==> src/rtl/digit_scan_ctrl.sv <==
// digit_scan_ctrl
//   Refresh scanner for a 4-digit multiplexed segment display. A prescaler
//   paces the digit slot select; a one-deep pending buffer accepts new
//   segment words at any time. The active word is swapped only at frame
//   boundaries, so a scan frame never shows a mix of old and new digits.
//
//   Optional feature: define DIGIT_SCAN_BLINK_EN to add a frame counter and
//   blink phase that darken the display on alternate BLINK_FRAMES periods
//   while the blink input is high.
//
// Parameters
//   REFRESH_DIV  - clocks per digit slot (2 .. 2^20)
//   BLINK_FRAMES - frames per blink half-period (DIGIT_SCAN_BLINK_EN only)
//
// Ports
//   clk        in   system clock, rising edge
//   reset      in   synchronous active-high reset
//   word_in    in   [27:0] new word, digit 0 in [27:21], digit 3 in [6:0], active-low
//   load_valid in   load request for word_in
//   load_ready out  pending buffer empty, load can be accepted
//   blank      in   force all segments off
//   blink      in   blink request (DIGIT_SCAN_BLINK_EN only)
//   word       out  [27:0] word to the downstream digit/anode mux
//   sel        out  [1:0] digit slot select
//   frame_done out  one-cycle pulse after each frame boundary
//   load_done  out  one-cycle pulse after a pending word becomes active
module digit_scan_ctrl #(
    parameter int REFRESH_DIV  = 100000,
    parameter int BLINK_FRAMES = 125
) (
    input  logic        clk,
    input  logic        reset,
    input  logic [27:0] word_in,
    input  logic        load_valid,
    output logic        load_ready,
    input  logic        blank,
    input  logic        blink,
    output logic [27:0] word,
    output logic [1:0]  sel,
    output logic        frame_done,
    output logic        load_done
);

    localparam logic [27:0] DARK    = 28'hFFFFFFF;
    // 20 bits hold REFRESH_DIV-1 for the whole legal range up to 2^20.
    localparam logic [19:0] CNT_MAX = 20'(REFRESH_DIV - 1);

    logic [19:0] cnt;
    logic [27:0] active;
    logic [27:0] pend;
    logic        pend_full;
    logic        tick;
    logic        boundary;
    logic        accept;
    logic        dark;

    assign tick       = (cnt == CNT_MAX);
    assign boundary   = tick && (sel == 2'd3);
    assign load_ready = ~pend_full;
    assign accept     = load_valid && load_ready;

    // Control state: prescaler, slot select, pending flag, active word, pulses.
    // A load accepted on a boundary cycle only fills pending (pend_full was
    // clear, so no transfer happens that cycle) and applies one frame later.
    always_ff @(posedge clk) begin
        if (reset) begin
            cnt        <= '0;
            sel        <= 2'd0;
            active     <= DARK;
            pend_full  <= 1'b0;
            frame_done <= 1'b0;
            load_done  <= 1'b0;
        end else begin
            cnt        <= tick ? '0 : cnt + 20'd1;
            if (tick) begin
                sel <= sel + 2'd1;
            end
            frame_done <= boundary;
            load_done  <= boundary && pend_full;
            if (boundary && pend_full) begin
                active    <= pend;
                pend_full <= 1'b0;
            end
            if (accept) begin
                pend_full <= 1'b1;
            end
        end
    end

    // Pending data is qualified by pend_full, so it needs no reset.
    always_ff @(posedge clk) begin
        if (accept) begin
            pend <= word_in;
        end
    end

`ifdef DIGIT_SCAN_BLINK_EN
    localparam int FR_W = (BLINK_FRAMES > 1) ? $clog2(BLINK_FRAMES) : 1;
    localparam logic [FR_W-1:0] FR_MAX = FR_W'(BLINK_FRAMES - 1);

    logic [FR_W-1:0] frame_cnt;
    logic            blink_phase;

    always_ff @(posedge clk) begin
        if (reset) begin
            frame_cnt   <= '0;
            blink_phase <= 1'b0;
        end else if (boundary) begin
            if (frame_cnt == FR_MAX) begin
                frame_cnt   <= '0;
                blink_phase <= ~blink_phase;
            end else begin
                frame_cnt <= frame_cnt + 1'b1;
            end
        end
    end

    assign dark = blank || (blink && blink_phase);
`else
    // Blink hardware is absent; keep the input and parameter visibly consumed.
    logic [31:0] unused_blink_cfg;
    assign unused_blink_cfg = 32'(BLINK_FRAMES) ^ {31'd0, blink};

    assign dark = blank;
`endif

    assign word = dark ? DARK : active;

endmodule

==> config.mk <==
export PLATFORM = sky130hd
export DESIGN_NAME = digit_scan_ctrl
export DESIGN_NICKNAME = d
export VERILOG_FILES = /design/src/rtl/digit_scan_ctrl.sv
export SDC_FILE = /design/constraint.sdc
export NUM_CORES = 1
export LEC_CHECK = 0
export BUFFER_PORTS_ARGS = -buffer_cell sky130_fd_sc_hd__buf_2
export CAP_MARGIN = 20
export CORE_UTILIZATION = 54
export DETAILED_ROUTE_END_ITERATION = 12
export GPL_ROUTABILITY_DRIVEN = 0
export PLACE_DENSITY_LB_ADDON = 0.3
export SLEW_MARGIN = 20
export SYNTH_ARGS = -nofsm -noshare
export SYNTH_HDL_FRONTEND = slang
export SYNTH_SLANG_ARGS = --single-unit
==> constraint.sdc <==
create_clock -name clk -period 2.65 [get_ports clk]
set_input_delay 0.3975 -clock clk [delete_from_list [all_inputs] [get_ports clk]]
set_output_delay 0.3975 -clock clk [all_outputs]
set_load 0.05 [all_outputs]
Word level (Yosys, flattened, before mapping)
Index checks and enable logic that the tools add are counted.
{"block": "op_classes", "addsub": 2, "multipliers": 0, "div_mod_pow": 0, "order_cmp": 0, "eq_ne": 2, "shift": 0, "muxes": 3, "bitwise": 1, "reduce_logical": 5}
{"cell": "$mux W28", "count": 1}
{"cell": "$add A20 B1 Y20 const B", "count": 1}
{"cell": "$eq A20 B17 Y1 const B", "count": 1}
{"cell": "$logic_and A1 B1 Y1", "count": 3}
{"cell": "$add A2 B1 Y2 const B", "count": 1}
{"cell": "$eq A2 B2 Y1 const B", "count": 1}
{"cell": "$mux W1", "count": 2}
{"cell": "$reduce_bool A2 Y1", "count": 1}
{"cell": "$reduce_or A2 Y1", "count": 1}
{"cell": "$not A1 Y1", "count": 1}
{"block": "word_totals", "reg_bits": 81, "latchBits": 0, "ram_bits": 0, "rom_bits": 0, "input_bits": 33, "output_inout_bits": 33, "n_memories": 0}

Logic depth before layout (Yosys ltp)
{"block": "depth", "word_depth": 5, "mapped_depth": 7}

Least setup slack after synthesis
OpenSTA, ideal clock, no wires.
{"block": "synth_timing", "path_type": "input to register", "startpoint": "input load_valid", "endpoint": "register pend[0] (enable)", "arrival_ns": 1.674, "t_required_ns": 2.234, "slack_ns": 0.559, "path_stages": 1, "path_buffers": 0, "cell_sequence": "nor2b_1"}
{"block": "synth_between", "elab_chain_len": 1}
{"element": "from (decl)", "line": "34", "rtl": "input logic load_valid,"}
{"element": "$logic_and A1 B1 Y1", "line": "60", "rtl": "assign accept = load_valid && load_ready;"}
{"element": "to (signal assigned)", "line": "93", "rtl": "pend <= word_in;"}
{"element": "to (decl)", "line": "50", "rtl": "logic [27:0] pend;"}
No other way between the ends.
A chain may end at the register's enable or synchronous reset.

Worst setup path in the final report
{"block": "layout_timing", "startpoint": "register cnt[0]", "endpoint": "register active[2]"}
{"block": "layout_between", "elab_chain_len": 3}
{"element": "from (decl)", "line": "48", "rtl": "logic [19:0] cnt;"}
{"element": "from (signal assigned)", "line": "74", "rtl": "cnt <= tick ? '0 : cnt + 20'd1;"}
{"element": "$eq A20 B17 Y1", "line": "57", "rtl": "assign tick = (cnt == CNT_MAX);"}
{"element": "$logic_and A1 B1 Y1", "line": "58", "rtl": "assign boundary = tick && (sel == 2'd3);"}
{"element": "$logic_and A1 B1 Y1", "line": "80", "rtl": "if (boundary && pend_full) begin"}
{"element": "to (signal assigned)", "line": "81", "rtl": "active <= pend;"}
{"element": "to (decl)", "line": "49", "rtl": "logic [27:0] active;"}
No other way between the ends.

==> run summary <==
Critical Path AT = 2.27 ns
Setup crit end kind = register
RSZ-0062 raised after global routing = false
Largest net degree at the start of global routing = 30
Leak pwr = 1.383 nW
Clock-pin slew of the registers on the worst-case setup and hold paths = 0.09 ns
Die ar. = 6564 um^2
Initial antenna violation count = 0
Yosys warning total = 0
DRC viols = 0
Post-cts sizing count = 0
Row count = 28
Filler cells = 489
Antenna Cells = 0
Grt ovf = 0
Worst path required time = 2.89 ns
#FFs+latches synth = 81
Layout cells sized above 1 = 36.64%
Skew final = 0.01183 ns
CTS Buffer Depth = 2
Main flop type after synthesis = dfxtp_1
Max Cap Viol = 0
Core Footprint = 5956 um^2
Vias post-DR = 2412
Syn Std Cell Area = 3372 um^2
Synthesized area per cell = 11.43 um^2
Final wirelength = 6409 um
Hold WC Path Type = in -> reg
Tightest Pin Transition = 0.4947 ns
Cells taking the most area after synthesis = dfxtp_1, edfxtp_1, a211o_1
Setup Viol. Count Final = 0
Initial Utilization = 56.62%
Distinct cell type count after synthesis = 39
Async SR Flop Fraction = 0%
Number of post-CTS setup repair buffers = 0
Commonest cells after routing, fill and taps aside = buf_2, dfxtp_1, or2_2, edfxtp_1, a211o_1
Fin worst setup slack = 0.6155 ns
Die Y = 81.02 um
Dpl hpwl = 4226 um
Startpoint Class = register
Critical setup path kind = reg -> reg
# H-tree levels = 3
Area share of the largest cell type after synthesis = 31.47%
DR iter-0 viols = 132
Cts hold-fix bufs = 0
Outcome = completed
Via-per-instance ratio = 5.507
Commonest non-fill, non-tap cell in the layout = buf_2
Gr usage total = 20.65%
Maximum clock frequency = 491.5 MHz
Worst-skew pair later-pin latency = 0.35 ns
VDD IR max = 0.3741 mV
Routed wire length per instance = 14.63 um
CTS root buf = clkbuf_8
I/O Pins = 66
Post-Syn Nets = 330
Area Overhead vs Synth = 17.51%
CTS tree = done
Max-slew headroom = 66.94%
DIE WIDTH = 81.02 um
Power per cell area = 592.1 nW/um^2
Length of the first detailed-routing pass in iterations = 5
Fin crit period = 2.035 ns
CP Max Fanout = 29
Dpl ws = 0.6303 ns
Port buffer count = 64
Clock sinks = 81
First-pass GRT wire length = 10120 um
Routed Antenna Nets = 0
Sequential area share after synthesis = 56.40%
Final clock period utilization by the worst path = 76.77%
Mapped Cells = 295
TNS Setup = 0 ns
Max Slew Vio Count = 0
Vias in the first global route = 2202
Final Hold Fails = 0
Nets = 393
Cell taking the most area after synthesis = dfxtp_1
Num CTS Buffers = 9
Number of synthesized flops with an enable pin = 28
-- sequential cells by signal, summed over array words and instances (netlist names) --
register and count:
active 28, cnt 20, frame_done 1, load_done 1, pend 28, pend_full 1, sel 2
-- where the power goes --
part           switching, mW  leakage (nW)  internal (mW)
clock                  0.447         0.105          0.498
combinational         0.0439         0.582         0.0281
sequential            0.0122         0.696           1.32
-- critical path: stages, from the launching register on --
cell,delay [ns]
dfxtp_1,0.38
ha_1,0.24
and4_1,0.32
nand4_2,0.11
buf_4,0.24
o31a_2,0.36
a211o_1,0.26
-- final cells by class --
type                       count  area (um^2)  share of cell area, %
multi-input combinational    185         1324                  33.41
tap                           75        93.84                  2.368
timing repair buffer          73        400.4                  10.10
sequential                    81         1902                  47.99
clock inverter                 5        60.06                  1.516
inverter                       8        30.03                 0.7578
clock buffer                  11        152.6                  3.852
-- cells in the mapped netlist (all sizes together), types with 2 or more instances --
cell and count:
a211o 25, a21oi 3, a41oi 3, and2 4
and4 2, buf 13, clkbuf 8, dfxtp 53
edfxtp 28, ha 2, inv 8, nand2 9
nand3 6, nand4 7, nor2 23, nor3 7
nor4 10, o21ai 6, o31a 25, or2 28
xnor2 11, xor2 4
-- layer usage --
| metal | wire length [um] | up-vias | global-route usage, % |
|---|---|---|---|
| met1 | 3019 | 1124 | 25.82 |
| met3 | 245 | 13 | 4.607 |
| met4 | 138 | 0 | 10.54 |
| met5 | 0 | - | 0 |
| met2 | 3004 | 65 | 33.45 |
| li1 | - | 1210 | - |
-- metrics by stage --
stage	area [um^2]	util, %	hold slack (ns)	power, mW	instances
floorplan	3372	-	0.4283	1.391	295
global placement	3750	62.96	0.4288	1.428	422
detailed placement	3750	62.96	0.4377	1.431	422
CTS	3963	66.53	0.2068	2.360	438
global route	3963	66.53	0.2037	2.412	438
finish	3963	66.53	0.2160	2.346	438
-- worst paths after layout --
kind / from / to / cells past startpoint / slack, ns
max: cnt[0] / active[2] / 6 / 0.62
min: word_in[18] / pend[18] / 1 / 0.22
max reg2reg: cnt[0] / active[2] / 6 / 0.62
min reg2reg: pend[9] / active[9] / 1 / 0.45
-- logic make-up (layout without fill, tap and decap cells) --
group | Yosys count | count (layout) | share of synthesized area [%]
AO/OA/AOI/OAI | 65 | 65 | 16.10
XOR/XNOR | 15 | 15 | 3.896
adder cells (fa/ha/maj) | 2 | 2 | 0.7420
buffers and inverters | 29 | 97 | 4.564
flip-flops | 81 | 81 | 56.40
multiplexers | 1 | 1 | 0.2969
AND/OR/NAND/NOR | 102 | 102 | 18.00
No activity file was read; power rests on OpenSTA's default activity.
